==> config.mk <==
export PLATFORM = sky130hd
export DESIGN_NAME = d_hazard_scoreboard
export DESIGN_NICKNAME = d
export VERILOG_FILES = /design/src/rtl/hazard_pkg.sv /design/src/rtl/d_hazard_scoreboard_md_busy_counter.sv /design/src/rtl/d_hazard_scoreboard.sv
export SDC_FILE = /design/constraint.sdc
export NUM_CORES = 1
export LEC_CHECK = 0
export CAP_MARGIN = 10
export CORE_MARGIN = 4
export CORE_UTILIZATION = 30
export DETAILED_ROUTE_END_ITERATION = 8
export PLACE_DENSITY = 0.53
export SLEW_MARGIN = 20
export SYNTH_ARGS = -nofsm -noshare
export SYNTH_HDL_FRONTEND = slang
export SYNTH_SLANG_ARGS = --single-unit
==> constraint.sdc <==
create_clock -name clk -period 2.2 [get_ports clk]
set_input_delay 0.22 -clock clk [delete_from_list [all_inputs] [get_ports clk]]
set_output_delay 0.22 -clock clk [all_outputs]
set_load 0.02 [all_outputs]
==> src/rtl/hazard_pkg.sv <==
// Shared types for the decode-stage hazard scoreboard.
// Holds forwarding encodings, the "not used" Tuse value, the slot struct and slot helpers.
package hazard_pkg;

  typedef enum logic [2:0] {
    FWD_GRF = 3'b000,
    FWD_W   = 3'b001,
    FWD_M   = 3'b010,
    FWD_E   = 3'b011
  } fwd_sel_e;

  localparam logic [1:0] TUSE_NONE = 2'd3;

  typedef struct packed {
    logic [4:0] a3;
    logic       we;
    logic [1:0] tnew;
  } sb_slot_t;

  // One stage of ageing: Tnew counts down and saturates at zero.
  function automatic sb_slot_t sb_age(sb_slot_t s);
    sb_slot_t r;
    r = s;
    if (r.tnew != 2'd0) r.tnew = r.tnew - 2'd1;
    return r;
  endfunction

  // $0 is never a real dependency.
  function automatic logic sb_hit(logic [4:0] a, sb_slot_t s);
    return (a != 5'd0) && (a == s.a3) && s.we;
  endfunction

endpackage

==> src/rtl/d_hazard_scoreboard_md_busy_counter.sv <==
// MDU busy window counter: loads the mult/div latency on a start pulse,
// then counts down; i_start drives the reload. Ports: i_clk, i_reset, i_start, i_div, o_busy.
module md_busy_counter #(
  parameter int MULT_CYCLES = 5,
  parameter int DIV_CYCLES  = 10
) (
  input  logic i_clk,
  input  logic i_reset,
  input  logic i_start,
  input  logic i_div,
  output logic o_busy
);

  localparam int MAXC = (MULT_CYCLES > DIV_CYCLES) ? MULT_CYCLES : DIV_CYCLES;
  localparam int CW   = $clog2(MAXC + 1);

  localparam logic [CW-1:0] LD_MULT = CW'(MULT_CYCLES);
  localparam logic [CW-1:0] LD_DIV  = CW'(DIV_CYCLES);

  logic [CW-1:0] r_cnt;

  // A start always reloads, so a later MDU op overrides an earlier one.
  always_ff @(posedge i_clk) begin
    if (i_reset) begin
      r_cnt <= '0;
    end else if (i_start) begin
      r_cnt <= i_div ? LD_DIV : LD_MULT;
    end else if (r_cnt != '0) begin
      r_cnt <= r_cnt - CW'(1);
    end
  end

  assign o_busy = (r_cnt != '0);

endmodule

==> src/rtl/d_hazard_scoreboard.sv <==
// D-stage hazard controller: shadow scoreboard of E/M/W producers driving stall
// and rs/rt forwarding selects, plus MDU busy tracking for HI/LO consumers.
module d_hazard_scoreboard
  import hazard_pkg::*;
#(
  parameter int MULT_CYCLES = 5,
  parameter int DIV_CYCLES  = 10
) (
  input  logic       clk,
  input  logic       reset,
  input  logic [4:0] D_A1,
  input  logic [4:0] D_A2,
  input  logic [1:0] D_rs_Tuse,
  input  logic [1:0] D_rt_Tuse,
  input  logic [4:0] D_A3,
  input  logic       D_RegWrite,
  input  logic [1:0] D_Tnew,
  input  logic       D_md_start,
  input  logic       D_md_div,
  input  logic       D_md_use,
  output logic       stall,
  output logic       E_md_start,
  output logic       md_busy,
  output logic [2:0] rsMUXop,
  output logic [2:0] rtMUXop
);

  sb_slot_t r_e;
  sb_slot_t r_m;
  sb_slot_t r_w;
  logic     r_e_md;
  logic     r_e_div;

  logic     w_reg_stall;
  logic     w_md_stall;
  logic     w_stall;
  logic     w_busy;
  fwd_sel_e w_rs_sel;
  fwd_sel_e w_rt_sel;

  always_ff @(posedge clk) begin
    if (reset) begin
      r_e     <= '0;
      r_m     <= '0;
      r_w     <= '0;
      r_e_md  <= 1'b0;
      r_e_div <= 1'b0;
    end else begin
      r_w <= sb_age(r_m);
      r_m <= sb_age(r_e);
      if (w_stall) begin
        r_e     <= '0;
        r_e_md  <= 1'b0;
        r_e_div <= 1'b0;
      end else begin
        r_e.a3   <= D_A3;
        r_e.we   <= D_RegWrite;
        r_e.tnew <= D_Tnew;
        r_e_md   <= D_md_start;
        r_e_div  <= D_md_start & D_md_div;
      end
    end
  end

  md_busy_counter #(
    .MULT_CYCLES(MULT_CYCLES),
    .DIV_CYCLES (DIV_CYCLES)
  ) u_md_cnt (
    .i_clk  (clk),
    .i_reset(reset),
    .i_start(r_e_md),
    .i_div  (r_e_div),
    .o_busy (w_busy)
  );

  // Only E and M can still be too young; W always has Tnew == 0.
  always_comb begin
    w_reg_stall = 1'b0;
    if (sb_hit(D_A1, r_e) && (r_e.tnew > D_rs_Tuse)) w_reg_stall = 1'b1;
    if (sb_hit(D_A1, r_m) && (r_m.tnew > D_rs_Tuse)) w_reg_stall = 1'b1;
    if (sb_hit(D_A2, r_e) && (r_e.tnew > D_rt_Tuse)) w_reg_stall = 1'b1;
    if (sb_hit(D_A2, r_m) && (r_m.tnew > D_rt_Tuse)) w_reg_stall = 1'b1;
  end

  assign w_md_stall = D_md_use & (r_e_md | w_busy);
  assign w_stall    = w_reg_stall | w_md_stall;

  // Youngest ready producer wins; a not-yet-ready one falls through.
  always_comb begin
    w_rs_sel = FWD_GRF;
    if (sb_hit(D_A1, r_e) && (r_e.tnew == 2'd0)) begin
      w_rs_sel = FWD_E;
    end else if (sb_hit(D_A1, r_m) && (r_m.tnew == 2'd0)) begin
      w_rs_sel = FWD_M;
    end else if (sb_hit(D_A1, r_w) && (r_w.tnew == 2'd0)) begin
      w_rs_sel = FWD_W;
    end
  end

  always_comb begin
    w_rt_sel = FWD_GRF;
    if (sb_hit(D_A2, r_e) && (r_e.tnew == 2'd0)) begin
      w_rt_sel = FWD_E;
    end else if (sb_hit(D_A2, r_m) && (r_m.tnew == 2'd0)) begin
      w_rt_sel = FWD_M;
    end else if (sb_hit(D_A2, r_w) && (r_w.tnew == 2'd0)) begin
      w_rt_sel = FWD_W;
    end
  end

  assign stall      = w_stall;
  assign E_md_start = r_e_md;
  assign md_busy    = w_busy;
  assign rsMUXop    = w_rs_sel;
  assign rtMUXop    = w_rt_sel;

endmodule

==> flow_metrics.py, run 1 <==
metrics = {
    "clock_tree": {
        "cts-root-buf": "clkbuf_8",
        "clkSlewWorstSetupHoldPaths_ps": 60,
        "cts.sinks": 30,
        "numCtsBuffers": 5,
        "clock_path_buffers": 2,
        "h-tree-depth": 2,
        "clock_latency_ps": 280,
        "holdBufCountCts": 0,
        "cts_tree": "built",
    },
    "synth": {
        "dominantRegCellSynth": "dfxtp_1",
        "synth_xor_area_share_pct": 14.8,
        "synth_top_area_share_pct": 33.7,
        "synth_top_family_by_area": "simple AND/OR/NAND/NOR gates",
        "synth_adder_area_share_pct": 7.03,
        "synth_compound_area_share_pct": 8.78,
        "synthArstFlopShare_pct": 0,
        "synth_simple_gate_area_share_pct": 27.6,
        "synthTopCellsByArea": "dfxtp_1 (34%), xnor2_1 (8.9%), ha_1 (7.0%)",
        "ys_seq_area_share_pct": 33.7,
        "synthMuxAreaShare_pct": 0,
        "syn_avg_cell_area_sq_um": 9.52,
        "synthCells": 187,
        "syn-cell-area_sq_um": 1780,
        "ys.warnings.count": 0,
        "synth_edf_count": 0,
        "synth_seq_cells": 30,
        "synth_top_area_cell": "dfxtp_1",
        "ys_types": 44,
    },
    "die": {
        "core-area_sq_um": 5640,
        "die_area_sq_um": 7230,
        "io_pins": 36,
        "die_w_microns": 85.0,
        "start_util_pct": 31.6,
        "die_y_microns": 85.0,
        "core.rowCount": 27,
    },
    "cells_and_area": {
        "fin_util_pct": 44.6,
        "fillers": 555,
        "area_growth_pct": 41.4,
        "drive_gt1_share_pct": 28.3,
        "n_antenna_cell": 0,
        "finalNetCount": 290,
    },
    "power_and_ir_drop": {
        "p_int_uw": 1280,
        "pwr-share-clk_pct": 24.0,
        "totalPowerFinal_uw": 1900,
        "worst_ir_drop_vdd_uv": 368,
        "power.switching_uw": 629,
        "p_per_area_nw_per_um2": 756,
        "p_comb_share_pct": 39.9,
        "p_seq_share_pct": 36.1,
        "p_sw_share_pct": 33.0,
        "leakagePower_uw": 0.00108,
    },
    "setup_path": {
        "path_max_fanout": 3,
        "regToRegSetupSlack_ps": 340,
        "worstSetupStartpointType": "flop",
        "worst_setup_path_end_kind": "output port",
        "critPathRequiredTime_ps": 1980,
        "arrival_ps": 1930,
        "critPathKind": "flop to output port",
    },
    "timing": {
        "setup_viol": 0,
        "post-route-period-util_pct": 97.6,
        "whs_ps": 475,
        "fin_crit_ps": 2150,
        "fmax_mhz": 466,
        "skew_ps": 9.17,
        "grt_setup_unrepaired": "true",
        "hold_viol": 0,
        "maxSlewViolCount": 0,
        "tns_ps": 0,
    },
    "detailed_routing": {
        "drc_errors": 0,
        "drt-vias-per-instance": 4.39,
        "final_antenna_net_count": 0,
        "num_vias": 1432,
        "dr.pass1.iters": 4,
        "routedWlPerCell_microns": 12.6,
        "drt_iter0_drc": 31,
        "wl_microns": 4120,
    },
    "min_path": {
        "min_path_type": "input port to flop",
    },
    "global_route": {
        "grt-ovfl-total": 0,
        "first_global_vias": 1483,
        "antenna_found_initial": 0,
        "grt_max_degree": 31,
        "track_usage_pct": 12.1,
        "grt_pass1_wl_microns": 6930,
    },
    "place": {
        "dp_hpwl_microns": 3230,
        "gp_congestion": 0.787,
        "io_buffers": 33,
    },
    "status": {
        "status": "complete, no violations",
    },
    "run": {
        "max-cap-violations": 0,
    },
}
[critical path: stages, from the launching register on]
cell,delay [ps]
dfxtp_2,320
buf_4,130
nand2b_1,80
o2111ai_1,100
or4_4,460
or3_4,350
nand2b_1,80
buf_4,130
[repair_timing]
| action | in CTS | in global routing |
|---|---|---|
| hold endpoints to repair | 0 | 0 |
| endpoints found under the setup margin | 5 | 5 |
| buffers inserted | 2 | 0 |
| pin swaps | 8 | 2 |
| resized for setup | 35 | 11 |
[layout by cell type, fill, tap and decap left out, types with 6 or more instances in the layout]
master            n
dlygate4sd2_1    10
nor2_1            9
buf_4            36
xnor2_1          18
xor2_1           12
ha_1             10
nand2_1           7
nor2b_1          14
clkbuf_8          6
dfxtp_1          27
clkdlybuf4s50_1  17
inv_1            19
nor4_2            8
[power groups by stage]
stage | Clock [uW] | Combinational (uW) | Sequential [uW]
final | 457 | 760 | 687
after global routing | 495 | 854 | 697
after CTS | 472 | 771 | 686
after detailed placement | 0 | 766 | 696
after global placement | 0 | 763 | 697
after floorplan | 0 | 516 | 691
[metrics by stage]
stage | setup slack [ps] | area [sq um] | std cells
2_1_floorplan | 368 | 1780 | 188
3_3_place_gp | -577 | 2380 | 316
3_5_place_dp | -596 | 2380 | 316
4_1_cts | 1.85 | 2480 | 326
5_1_grt | -41.6 | 2520 | 326
6_report | 53.5 | 2520 | 326
[sequential cells by signal, summed over array words and instances (netlist names)]
name,count
r_w,8
r_e_div,1
r_m,8
r_e,8
E_md_start,1
u_md_cnt.r_cnt,4
[metal layers]
metal / wire, microns / global-route usage [%] / vias up
met5: 0 / 0 / -
met4: 76 / 5.04 / 0
met3: 226 / 3.11 / 6
met2: 1880 / 19.1 / 32
met1: 1940 / 15.5 / 636
li1: - / - / 758
[logic make-up after synthesis]
group / Yosys count
AO/OA/AOI/OAI: 19
XOR/XNOR: 30
adder cells (fa/ha/maj): 10
buffers and inverters: 28
flip-flops: 30
other: 1
AND/OR/NAND/NOR: 69
[worst paths after layout]
path	startpoint	cells past startpoint	to
max	r_e[4]$_SDFF_PP0_	7	rsMUXop[1]
min	D_A3[0]	3	r_e[3]$_SDFF_PP0_
max reg2reg	r_e[4]$_SDFF_PP0_	8	E_md_start$_SDFF_PP0_
min reg2reg	r_m[6]$_SDFF_PP0_	1	r_w[6]$_SDFF_PP0_
[cells in the mapped netlist, types with 2 or more instances]
| cell | count |
|---|---|
| dfxtp_1 | 30 |
| buf_4 | 3 |
| ha_1 | 10 |
| nor4_2 | 7 |
| nor3b_1 | 4 |
| xnor2_1 | 18 |
| a21oi_1 | 4 |
| nor2_1 | 9 |
| nand2_1 | 7 |
| xor2_1 | 12 |
| nand4_1 | 4 |
| inv_1 | 19 |
| nor2b_1 | 14 |
| o21ai_1 | 2 |
| nor4_1 | 3 |
| nand2b_1 | 5 |
| or2_1 | 2 |
| or4_1 | 4 |
| o211ai_2 | 2 |
| buf_6 | 3 |
| o2111ai_1 | 2 |
[cell type report]
type                       count  area [sq um]  area share, %
inverter                      19          71.3           2.83
sequential                    30           604           24.0
tap                           72          90.1           3.58
clock inverter                 1          5.00          0.199
timing repair buffer          67           574           22.8
multi-input combinational    130          1090           43.1
clock buffer                   7          86.3           3.43
Note: power is estimated with default switching activity, not from simulation.
==> run 2, diff against run 1 <==
==> constraint.sdc (replaced) <==
create_clock -name clk -period 2.2 [get_ports clk]
set_input_delay 0.22 -clock clk [delete_from_list [all_inputs] [get_ports clk]]
set_output_delay 0.22 -clock clk [all_outputs]
set_load 0.005 [all_outputs]
==> flow_metrics.py, run 2 (synthesis gave the netlist of run 1 again) <==
metrics = {
    "clock_tree": {
        "cts-root-buf": "clkbuf_8",
        "numCtsBuffers": 5,
        "cts.sinks": 30,
        "clock_path_buffers": 2,
        "clkSlewWorstSetupHoldPaths_ps": 60,
        "clock_latency_ps": 280,
        "h-tree-depth": 2,
        "cts_tree": "built",
        "holdBufCountCts": 0,
    },
    "global_route": {
        "first_global_vias": 1464,
        "track_usage_pct": 12.1,
        "grt_pass1_wl_microns": 6890,
        "grt-ovfl-total": 0,
        "grt_max_degree": 31,
        "antenna_found_initial": 0,
    },
    "die": {
        "io_pins": 36,
        "start_util_pct": 31.6,
        "core-area_sq_um": 5640,
        "die_y_microns": 85.0,
        "die_w_microns": 85.0,
        "core.rowCount": 27,
        "die_area_sq_um": 7230,
    },
    "min_path": {
        "hold_path_end": "r_e[3]$_SDFF_PP0_",
        "min_delay_path_depth": 3,
        "min_path_type": "input port to flop",
        "min_from": "D_A3[0]",
    },
    "power_and_ir_drop": {
        "p_int_uw": 1320,
        "leakagePower_uw": 0.00108,
        "worst_ir_drop_vdd_uv": 323,
        "p_sw_share_pct": 31.4,
        "p_per_area_nw_per_um2": 760,
        "p_comb_share_pct": 36.4,
        "power.switching_uw": 606,
        "pwr-share-clk_pct": 27.4,
        "p_seq_share_pct": 36.1,
        "totalPowerFinal_uw": 1930,
    },
    "timing": {
        "fmax_mhz": 457,
        "setup_viol": 0,
        "skew_ps": 6.29,
        "fin_ws_ps": 13.8,
        "fin_crit_ps": 2190,
        "post-route-period-util_pct": 99.4,
        "whs_ps": 473,
        "hold_viol": 0,
        "grt_setup_unrepaired": "true",
        "maxSlewViolCount": 0,
    },
    "cells_and_area": {
        "reg_top3": "r_e x8, r_m x8, r_w x8",
        "drive_gt1_share_pct": 32.3,
        "finalNetCount": 287,
        "n_antenna_cell": 0,
        "fin_area_sq_um": 2540,
        "fin_util_pct": 45.0,
        "layout_common_cells": "buf_4 (30), dfxtp_1 (25), clkdlybuf4s50_1 (20)",
        "final_common_cell": "buf_4",
        "area_growth_pct": 42.7,
    },
    "setup_path": {
        "arrival_ps": 1970,
        "critPathKind": "input port to output port",
        "path_max_fanout": 2,
        "critPathRequiredTime_ps": 1980,
        "regToRegSetupSlack_ps": 310,
        "reg2regPathDepth": 8,
        "reg2reg_to": "E_md_start$_SDFF_PP0_",
        "worstSetupStartpointType": "input port",
        "worst_setup_path_end_kind": "output port",
        "r2r-start": "r_e[4]$_SDFF_PP0_",
    },
    "detailed_routing": {
        "wl_microns": 4110,
        "final_antenna_net_count": 0,
        "num_vias": 1447,
        "dr.pass1.iters": 4,
        "routedWlPerCell_microns": 12.7,
        "drt-vias-per-instance": 4.48,
        "drc_errors": 0,
        "drt_iter0_drc": 69,
    },
    "place": {
        "placed_area_sq_um": 2340,
        "dp_slack_ps": -497,
        "io_buffers": 33,
        "dp_hpwl_microns": 3180,
        "gp_congestion": 0.867,
    },
    "run": {
        "max-cap-violations": 0,
    },
    "status": {
        "status": "complete, no violations",
    },
}
## run 2: cell types whose count changed in the layout (fill, tap and decap cells not counted), sizes merged
| cell | delta |
|---|---|
| dlymetal6s2s | -1 |
| dlygate4sd2 | -2 |
| buf | -2 |
| clkdlybuf4s15 | -2 |
| clkbuf | +2 |
| clkinv | -1 |
| clkdlybuf4s50 | +3 |
## run 2: worst max-delay path, stage by stage
cell and delay (ps):
clkdlybuf4s50_1 420, or4_4 490, or2_4 270, nand3_2 100
o211ai_2 110, or2_1 220, buf_2 130
## run 2: metrics by stage
step	setup TNS, ps	std cells
4_1_cts	0	322
5_1_grt	-165	323
3_5_place_dp	-2570	311
2_1_floorplan	0	188
3_3_place_gp	-2620	311
6_report	0	323
## run 2: what timing repair did
action,4_1_cts,5_1_grt
buffers inserted,3,1
endpoints found under the setup margin,5,5
pin swaps,8,5
resized for setup,36,15
endpoints found under the hold margin,0,0
## run 2: layer usage
layer	part of all wire, %	global-route usage [%]
met3	5.9	3.50
met4	2.9	5.61
met2	46	18.6
met1	45	15.6
met5	0	0
## run 2: cell type report
type	count	area, sq um
Timing Repair Buffer	64	532
Tap cell	72	90.1
Clock buffer	8	110
Fill cell	554	3100
Multi-Input combinational cell	130	1130
Sequential cell	30	607
Inverter	19	71.3
## run 2: power groups by stage
stage          clock, uW  combinational (uW)  sequential, uW
2_1_floorplan          0                 483             688
3_3_place_gp           0                 687             706
3_5_place_dp           0                 695             705
4_1_cts              548                 697             697
5_1_grt              565                 783             712
6_report             530                 703             698
## run 2: worst max path at each step
| stage | endpoint | slack (ps) | depth (start not counted) | start |
|---|---|---|---|---|
| 2_1_floorplan | rsMUXop[0] | 520 | 5 | r_e[4]$_SDFF_PP0_ |
| 3_3_place_gp | rsMUXop[0] | -470 | 7 | D_A1[3] |
| 3_5_place_dp | rsMUXop[0] | -500 | 7 | D_A1[1] |
| 4_1_cts | rtMUXop[0] | 1 | 8 | D_A2[1] |
| 5_1_grt | rsMUXop[1] | -70 | 7 | r_e[4]$_SDFF_PP0_ |
| 6_report | stall | 10 | 7 | D_A2[1] |
